<file path="src/rtl/rst_seq.sv">
// Sequential reset release: stage k leaves reset after a fixed delay, then waits for its ready ack or a timeout.
// A software request re-asserts the stages in reverse order, holds them, then repeats the release. Outputs are registered.
module rst_seq #(
    parameter int NUM_STAGES    = 4,
    parameter int STAGE_DELAY_p = 16,
    parameter int RDY_TIMEOUT_p = 1024,
    parameter int SW_RST_HOLD_p = 32
) (
    input  logic                  i_clk,
    input  logic                  i_rst,
    input  logic                  i_sw_rst_req,
    input  logic [NUM_STAGES-1:0] i_stage_rdy,
    output logic [NUM_STAGES-1:0] o_stage_rst_n,
    output logic                  o_all_released,
    output logic                  o_timeout,
    output logic                  o_busy
);

    localparam int CNT_MAX = (STAGE_DELAY_p > SW_RST_HOLD_p) ? STAGE_DELAY_p : SW_RST_HOLD_p;
    localparam int CNT_W   = $clog2(CNT_MAX + 1);
    localparam int TCNT_W  = $clog2(RDY_TIMEOUT_p + 1);
    localparam int IDX_W   = (NUM_STAGES > 1) ? $clog2(NUM_STAGES) : 1;

    localparam logic [IDX_W-1:0]  LAST_IDX  = IDX_W'(NUM_STAGES - 1);
    localparam logic [CNT_W-1:0]  DELAY_END = CNT_W'(STAGE_DELAY_p - 1);
    localparam logic [CNT_W-1:0]  HOLD_END  = CNT_W'(SW_RST_HOLD_p - 1);
    localparam logic [TCNT_W-1:0] TOUT_END  = TCNT_W'(RDY_TIMEOUT_p - 1);

    typedef enum logic [2:0] {
        DELAY,
        WAIT_RDY,
        RUN,
        ASSERT,
        HOLD
    } state_t;

    state_t                state_q, state_d;
    logic [IDX_W-1:0]      idx_q, idx_d;
    logic [CNT_W-1:0]      cnt_q, cnt_d;
    logic [TCNT_W-1:0]     tcnt_q, tcnt_d;
    logic [NUM_STAGES-1:0] rst_n_q, rst_n_d;
    logic                  all_rel_q, all_rel_d;
    logic                  timeout_q, timeout_d;
    logic [NUM_STAGES-1:0] idx_oh;
    logic                  rdy_sel;

    always_ff @(posedge i_clk) begin
        if (i_rst) begin
            state_q   <= DELAY;
            idx_q     <= '0;
            cnt_q     <= '0;
            tcnt_q    <= '0;
            rst_n_q   <= '0;
            all_rel_q <= 1'b0;
            timeout_q <= 1'b0;
        end else begin
            state_q   <= state_d;
            idx_q     <= idx_d;
            cnt_q     <= cnt_d;
            tcnt_q    <= tcnt_d;
            rst_n_q   <= rst_n_d;
            all_rel_q <= all_rel_d;
            timeout_q <= timeout_d;
        end
    end

    always_comb begin
        state_d   = state_q;
        idx_d     = idx_q;
        cnt_d     = cnt_q;
        tcnt_d    = tcnt_q;
        rst_n_d   = rst_n_q;
        all_rel_d = all_rel_q;
        timeout_d = timeout_q;
        idx_oh    = '0;
        for (int i = 0; i < NUM_STAGES; i++) begin
            idx_oh[i] = (idx_q == IDX_W'(i));
        end
        // Only the ack of the stage currently being released matters.
        rdy_sel = |(i_stage_rdy & idx_oh);

        case (state_q)
            DELAY: begin
                if (cnt_q == DELAY_END) begin
                    rst_n_d = rst_n_q | idx_oh;
                    cnt_d   = '0;
                    state_d = WAIT_RDY;
                end else begin
                    cnt_d = cnt_q + 1'b1;
                end
            end
            WAIT_RDY: begin
                if (rdy_sel || (tcnt_q == TOUT_END)) begin
                    timeout_d = timeout_q | ~rdy_sel;
                    tcnt_d    = '0;
                    if (idx_q == LAST_IDX) begin
                        state_d   = RUN;
                        all_rel_d = 1'b1;
                    end else begin
                        idx_d   = idx_q + 1'b1;
                        state_d = DELAY;
                    end
                end else begin
                    tcnt_d = tcnt_q + 1'b1;
                end
            end
            RUN: begin
                if (i_sw_rst_req) begin
                    state_d   = ASSERT;
                    idx_d     = LAST_IDX;
                    all_rel_d = 1'b0;
                end
            end
            ASSERT: begin
                rst_n_d = rst_n_q & ~idx_oh;
                if (idx_q == '0) begin
                    cnt_d   = '0;
                    state_d = HOLD;
                end else begin
                    idx_d = idx_q - 1'b1;
                end
            end
            HOLD: begin
                if (cnt_q == HOLD_END) begin
                    idx_d   = '0;
                    cnt_d   = '0;
                    state_d = DELAY;
                end else begin
                    cnt_d = cnt_q + 1'b1;
                end
            end
            default: state_d = DELAY;
        endcase
    end

    assign o_stage_rst_n  = rst_n_q;
    assign o_all_released = all_rel_q;
    assign o_timeout      = timeout_q;
    assign o_busy         = (state_q != RUN);

endmodule

</file>
<file path="config.mk">
export PLATFORM = sky130hd
export DESIGN_NAME = rst_seq
export DESIGN_NICKNAME = d
export VERILOG_FILES = /design/src/rtl/rst_seq.sv
export SDC_FILE = /design/constraint.sdc
export NUM_CORES = 1
export LEC_CHECK = 0
export CAP_MARGIN = 20
export CORE_UTILIZATION = 59
export CTS_BUF_LIST = sky130_fd_sc_hd__clkbuf_4
export DETAILED_ROUTE_END_ITERATION = 7
export HOLD_SLACK_MARGIN = 0.05
export MAX_ROUTING_LAYER = met4
export PLACE_DENSITY = 0.82
export SYNTH_ARGS = -nofsm -noshare
export SYNTH_HDL_FRONTEND = slang
export SYNTH_SLANG_ARGS = --single-unit
</file>
<file path="constraint.sdc">
create_clock -name i_clk -period 2.4 [get_ports i_clk]
set_input_delay 0.72 -clock i_clk [delete_from_list [all_inputs] [get_ports i_clk]]
set_output_delay 0.72 -clock i_clk [all_outputs]
set_load 0.01 [all_outputs]
</file>
==> flow_summary.yaml, run 1 <==
sta:
  slew-limit-headroom: 0.5331
  final-setup-viol-count: 0
  report.final.slew_viol_count: 0
  fin_crit_sh: 0.9658
  finalSetupTns_ns: 0
  rsz0062_at_grt: "false"
  finalHoldViolations: 0
  worst_pin_slew_ns: 0.6939
  skew_ns: 0.009596
  finalCriticalPeriod_ns: 2.318
  fmax_mhz: 431.4
  fin_ws_ns: 0.08206
setup_path:
  path_class: "flop to primary output"
  crit_fanout: 4
  critPathCaptureType: "primary output"
  critPathLaunchType: "flop"
  required_ns: 1.68
  max_stage_delay_ns: 0.51
  path_cells: "nor2_1, nand2_1, clkdlybuf4s50_1"
  cp.arrival_ns: 1.60
  cpMaxStageDelayCell: "clkdlybuf4s50_1"
clocking:
  clkTransAtPathRegs_ns: 0.16
  cts_sinks: 28
  cts_tree: "built"
  clk_latency_ns: 0.34
  clockRootBuffer: "clkbuf_4"
  htree_levels: 1
  clock_path_buffers: 2
  cts-buffers-inserted: 3
  postCtsSetupBuffers: 0
detailed_routing:
  wire_per_inst_um: 14.07
  wl_met1_um: 1519
  via_per_inst: 6.013
  wl_met3_um: 188
  num_vias: 1341
  highest_layer: "met4"
  ant_nets: 0
  routed_wl_um: 3137
  first_pass_iters: 4
  drt_iter0_drc: 54
  wl_met2_um: 1390
  drc: 0
power_and_ir_drop:
  irDropWorstVdd_mv: 0.3930
  leakagePower_uw: 0.0006045
  power.density_nw_per_um2: 484.9
synth:
  yosys_warnings: 0
  synth.area.top_cells: "dfxtp_1 (37%), a21oi_1 (6.0%), nor2_1 (6.0%)"
  synth_area_per_cell_um2: 8.205
  yosysSeqAreaShare: 0.3733
  syn-cell-area_um2: 1501
  synth_seq_cells: 28
  synth-edff-count: 0
  postSynthNetCount: 196
  synthCells: 183
  synthArstFlopShare: 0
  synthFlopType: "dfxtp_1"
  yosysTopAreaCellShare: 0.3733
  synth.distinct_cells: 42
  synth_top_area_cell: "dfxtp_1"
hold_path:
  hp-class: "flop to flop"
die:
  num_io_pins: 14
  die_y_um: 52.45
  die_area_um2: 2750
  fp.coreArea_um2: 2297
  rows: 17
  die_w_um: 52.45
  initial_core_util: 0.6536
final_layout:
  nets: 209
  fillCellCount: 165
  syn_to_final_growth_pct: 13.58
  num_antenna_cells: 0
  drive_gt1_frac: 0.08205
  fin_util: 0.7424
grt:
  grt_pass1_wl_um: 5106
  overflow: 0
  track_usage: 0.2582
  antenna_found_initial: 0
  grt_pass1_vias: 1146
  grt_start_max_net_pins: 17
place:
  place_ws_ns: 0.1506
  gp_congestion: 0.8400
  io_buffers: 13
  dp_hpwl_um: 2238
job:
  drv_cap: 0
run_status:
  outcome: "complete, no violations"
==> placed cells by master (no fill, tap or decap), types with 6 or more instances in the layout <==
cell             netlist  layout
clkdlybuf4s50_1        0      13
ha_1                   6       6
o21ai_0                8       8
nor2_1                24      24
nand3_1                7       7
nand2_1               14      14
dfxtp_1               28      27
a21oi_1               18      18
==> repair_timing <==
action,4_1_cts,5_1_grt
hold buffers,0,0
gates resized for setup,1,0
endpoints found under the setup margin,1,0
==> worst paths after layout <==
check                           startpoint        to  slack (ns)  cells after the start
worst min register to register    cnt_q[1]  cnt_q[1]        0.48                      2
worst max-delay path            state_q[0]    o_busy        0.08                      3
worst max register to register    cnt_q[0]  idx_q[0]        0.38                      6
worst min-delay path              cnt_q[1]  cnt_q[1]        0.48                      2
==> cell families after synthesis <==
kind of cell / synth area share
fa+ha+maj: 0.05000
mux: 0.02167
compound gates: 0.1692
buf+inv: 0.03999
flops: 0.3733
simple gates: 0.2875
xor+xnor: 0.05833
==> worst max-delay path, delay by kind of cell, from the launching register on <==
kind	cells	cell delay, ns
simple gates	2	0.41
flops	1	0.35
buf+inv	1	0.51
==> cell usage after synthesis, types with 2 or more instances <==
cell type  number
dfxtp_1        28
nor2_1         24
a21oi_1        18
nand2_1        14
o21ai_0         8
nand3_1         7
ha_1            6
a211oi_1        5
nand4_1         5
nor3_1          5
xnor2_1         5
xor2_1          5
clkbuf_1        4
inv_1           4
nor2b_1         4
a22oi_1         3
buf_2           3
nand2b_1        3
or2_2           3
a31oi_1         2
and3_1          2
mux2_1          2
nand4b_1        2
nor3b_1         2
nor4_1          2
==> power by group <==
group	leakage (µW)	switching (µW)	internal, µW
registers	0.000227	4.54	470
logic	0.000350	17.7	17.0
clock network	0.0000279	149	169
==> stage by stage <==
step / power [µW] / instances / hold slack [ns] / instance area [µm²]
finish: 827.0 / 223 / 0.4835 / 1705
CTS: 828.1 / 223 / 0.4861 / 1705
detailed placement: 518.5 / 219 / 0.4667 / 1652
global route: 846.1 / 223 / 0.5161 / 1705
floorplan: 501.5 / 183 / 0.4492 / 1501
global placement: 516.5 / 219 / 0.4626 / 1652
==> layout make-up <==
cell class | count | area (µm²) | share of cell area
Tap cell | 28 | 35.03 | 0.02054
Inverter | 4 | 15.01 | 0.008804
Clock buffer | 3 | 22.52 | 0.01321
Multi-Input combinational cell | 142 | 880.8 | 0.5165
Timing Repair Buffer | 17 | 160.2 | 0.09391
Sequential cell | 28 | 561.8 | 0.3294
Clock inverter | 1 | 30.03 | 0.01761
==> per-layer routing <==
metal	GRT usage	up-vias
met5	-	-
met4	0.09649	0
met3	0.02899	6
met2	0.3861	47
met1	0.3571	612
li1	-	676
Power figures use the tool's default switching activity.
==> run 2: changes to the inputs <==
--- a/config.mk
+++ b/config.mk
@@ -6,6 +6,7 @@
 export NUM_CORES = 1
 export LEC_CHECK = 0
 export CAP_MARGIN = 20
+export CORE_MARGIN = 2
 export CORE_UTILIZATION = 59
 export CTS_BUF_LIST = sky130_fd_sc_hd__clkbuf_4
 export DETAILED_ROUTE_END_ITERATION = 7
==> flow_summary.yaml, run 2 (same netlist as run 1, synthesis figures left out) <==
sta:
  rsz0062_at_grt: "false"
  fin_crit_sh: 0.9598
  timing.hold.ws_ns: 0.5011
  fin_ws_ns: 0.09642
  worst_pin_slew_ns: 0.6200
  finalCriticalPeriod_ns: 2.304
  fmax_mhz: 434.1
  final-setup-viol-count: 0
  skew_ns: 0.005402
  slew-limit-headroom: 0.5828
  finalHoldViolations: 0
  report.final.slew_viol_count: 0
  finalSetupTns_ns: 0
detailed_routing:
  ant_nets: 0
  routed_wl_um: 3205
  drt_iter0_drc: 31
  via_per_inst: 5.868
  num_vias: 1332
  drc: 0
  first_pass_iters: 4
  wire_per_inst_um: 14.12
final_layout:
  nets: 211
  final_common_cell: "dfxtp_1"
  fin_area_um2: 1722
  layout_common_cells: "dfxtp_1 (28), nor2_1 (24), a21oi_1 (18)"
  syn_to_final_growth_pct: 14.67
  fillCellCount: 204
  drive_gt1_frac: 0.08629
  num_antenna_cells: 0
grt:
  overflow: 0
  grt_start_max_net_pins: 17
  antenna_found_initial: 0
  grt_pass1_wl_um: 5071
  grt_pass1_vias: 1161
  track_usage: 0.2469
die:
  initial_core_util: 0.6116
  num_io_pins: 14
  fp.coreArea_um2: 2455
  die_area_um2: 2964
  die_w_um: 54.45
  rows: 18
  die_y_um: 54.45
job:
  drv_cap: 0
setup_path:
  reg2reg_from: "cnt_q[0]"
  crit_buf_inv: 1
  required_ns: 1.68
  max_stage_delay_ns: 0.51
  critPathLaunchType: "flop"
  r2r-end: "idx_q[0]"
  cp_top_family: "buffers and inverters"
  cpMaxStageDelayCell: "clkdlybuf4s50_1"
  path_class: "flop to primary output"
  crit_fanout: 4
  critPathCaptureType: "primary output"
  path_cells: "nor2_1, nand2_1, clkdlybuf4s50_1"
  reg2regPathDepth: 6
  regToRegSetupSlack_ns: 0.43
  cp.arrival_ns: 1.58
place:
  place_ws_ns: 0.2087
  dp_hpwl_um: 2412
  io_buffers: 13
  place_area_um2: 1669
  gp_congestion: 0.8529
clocking:
  cts_tree: "built"
  ctsResizeCount: 0
  cts_sinks: 28
  cts-buffers-inserted: 3
  cts_hold_buf: 0
  clock_path_buffers: 2
  htree_levels: 1
  clk_latency_ns: 0.34
  postCtsSetupBuffers: 0
  clkTransAtPathRegs_ns: 0.16
  clockRootBuffer: "clkbuf_4"
power_and_ir_drop:
  power.density_nw_per_um2: 480.0
  irDropWorstVdd_mv: 0.4584
  finalPower_uw: 826.4
  leakagePower_uw: 0.0006142
hold_path:
  hp-class: "flop to flop"
  hp-start: "cnt_q[1]"
  min_to: "cnt_q[1]"
  holdPathStages: 2
run_status:
  outcome: "complete, no violations"
-- run 2: cell count changes in the layout (fill, tap and decap cells not counted), sizes merged --
cell and delta:
buf +2
-- run 2: worst max-delay path by stage --
stage / slack (ns) / end / startpoint / depth (start not counted)
floorplan: 0.62 / idx_q[0] / cnt_q[0] / 6
CTS: 0.11 / o_busy / state_q[0] / 3
finish: 0.1 / o_busy / state_q[2] / 3
detailed placement: 0.21 / tcnt_q[8] / i_stage_rdy[0] / 6
global route: 0.01 / o_busy / state_q[0] / 3
global placement: 0.26 / idx_q[1] / i_stage_rdy[2] / 6
-- run 2: stage by stage --
step,instances,util
6_report,227,0.7013
5_1_grt,227,0.7013
4_1_cts,227,0.7013
3_5_place_dp,223,0.6799
3_3_place_gp,223,0.6799
2_1_floorplan,183,-
-- run 2: final cells by class --
cell class	count	area (µm²)	share of cell area
Sequential cell	28	560.5	0.3256
Clock inverter	1	30.03	0.01744
Tap cell	30	37.54	0.02180
Inverter	4	15.01	0.008721
Timing Repair Buffer	19	175.2	0.1017
Multi-Input combinational cell	142	880.8	0.5116
Clock buffer	3	22.52	0.01308
-- run 2: worst min-delay path: stages (launching register included) --
cell and delay [ns]:
dfxtp_1 0.36, nand2_1 0.06, a21oi_1 0.05
-- run 2: power breakdown --
group          total, µW  internal (µW)  switching (µW)  leakage (µW)
logic               34.3           17.8            16.5      0.000360
registers            474            470            4.73      0.000226
clock network        318            169             149     0.0000279
-- run 2: layer usage --
metal,routed length [µm],track usage,up-vias
met5,0,-,-
met4,0,0.06250,0
met3,128,0.06557,0
met2,1580,0.4116,25
met1,1497,0.2951,634
li1,-,-,673
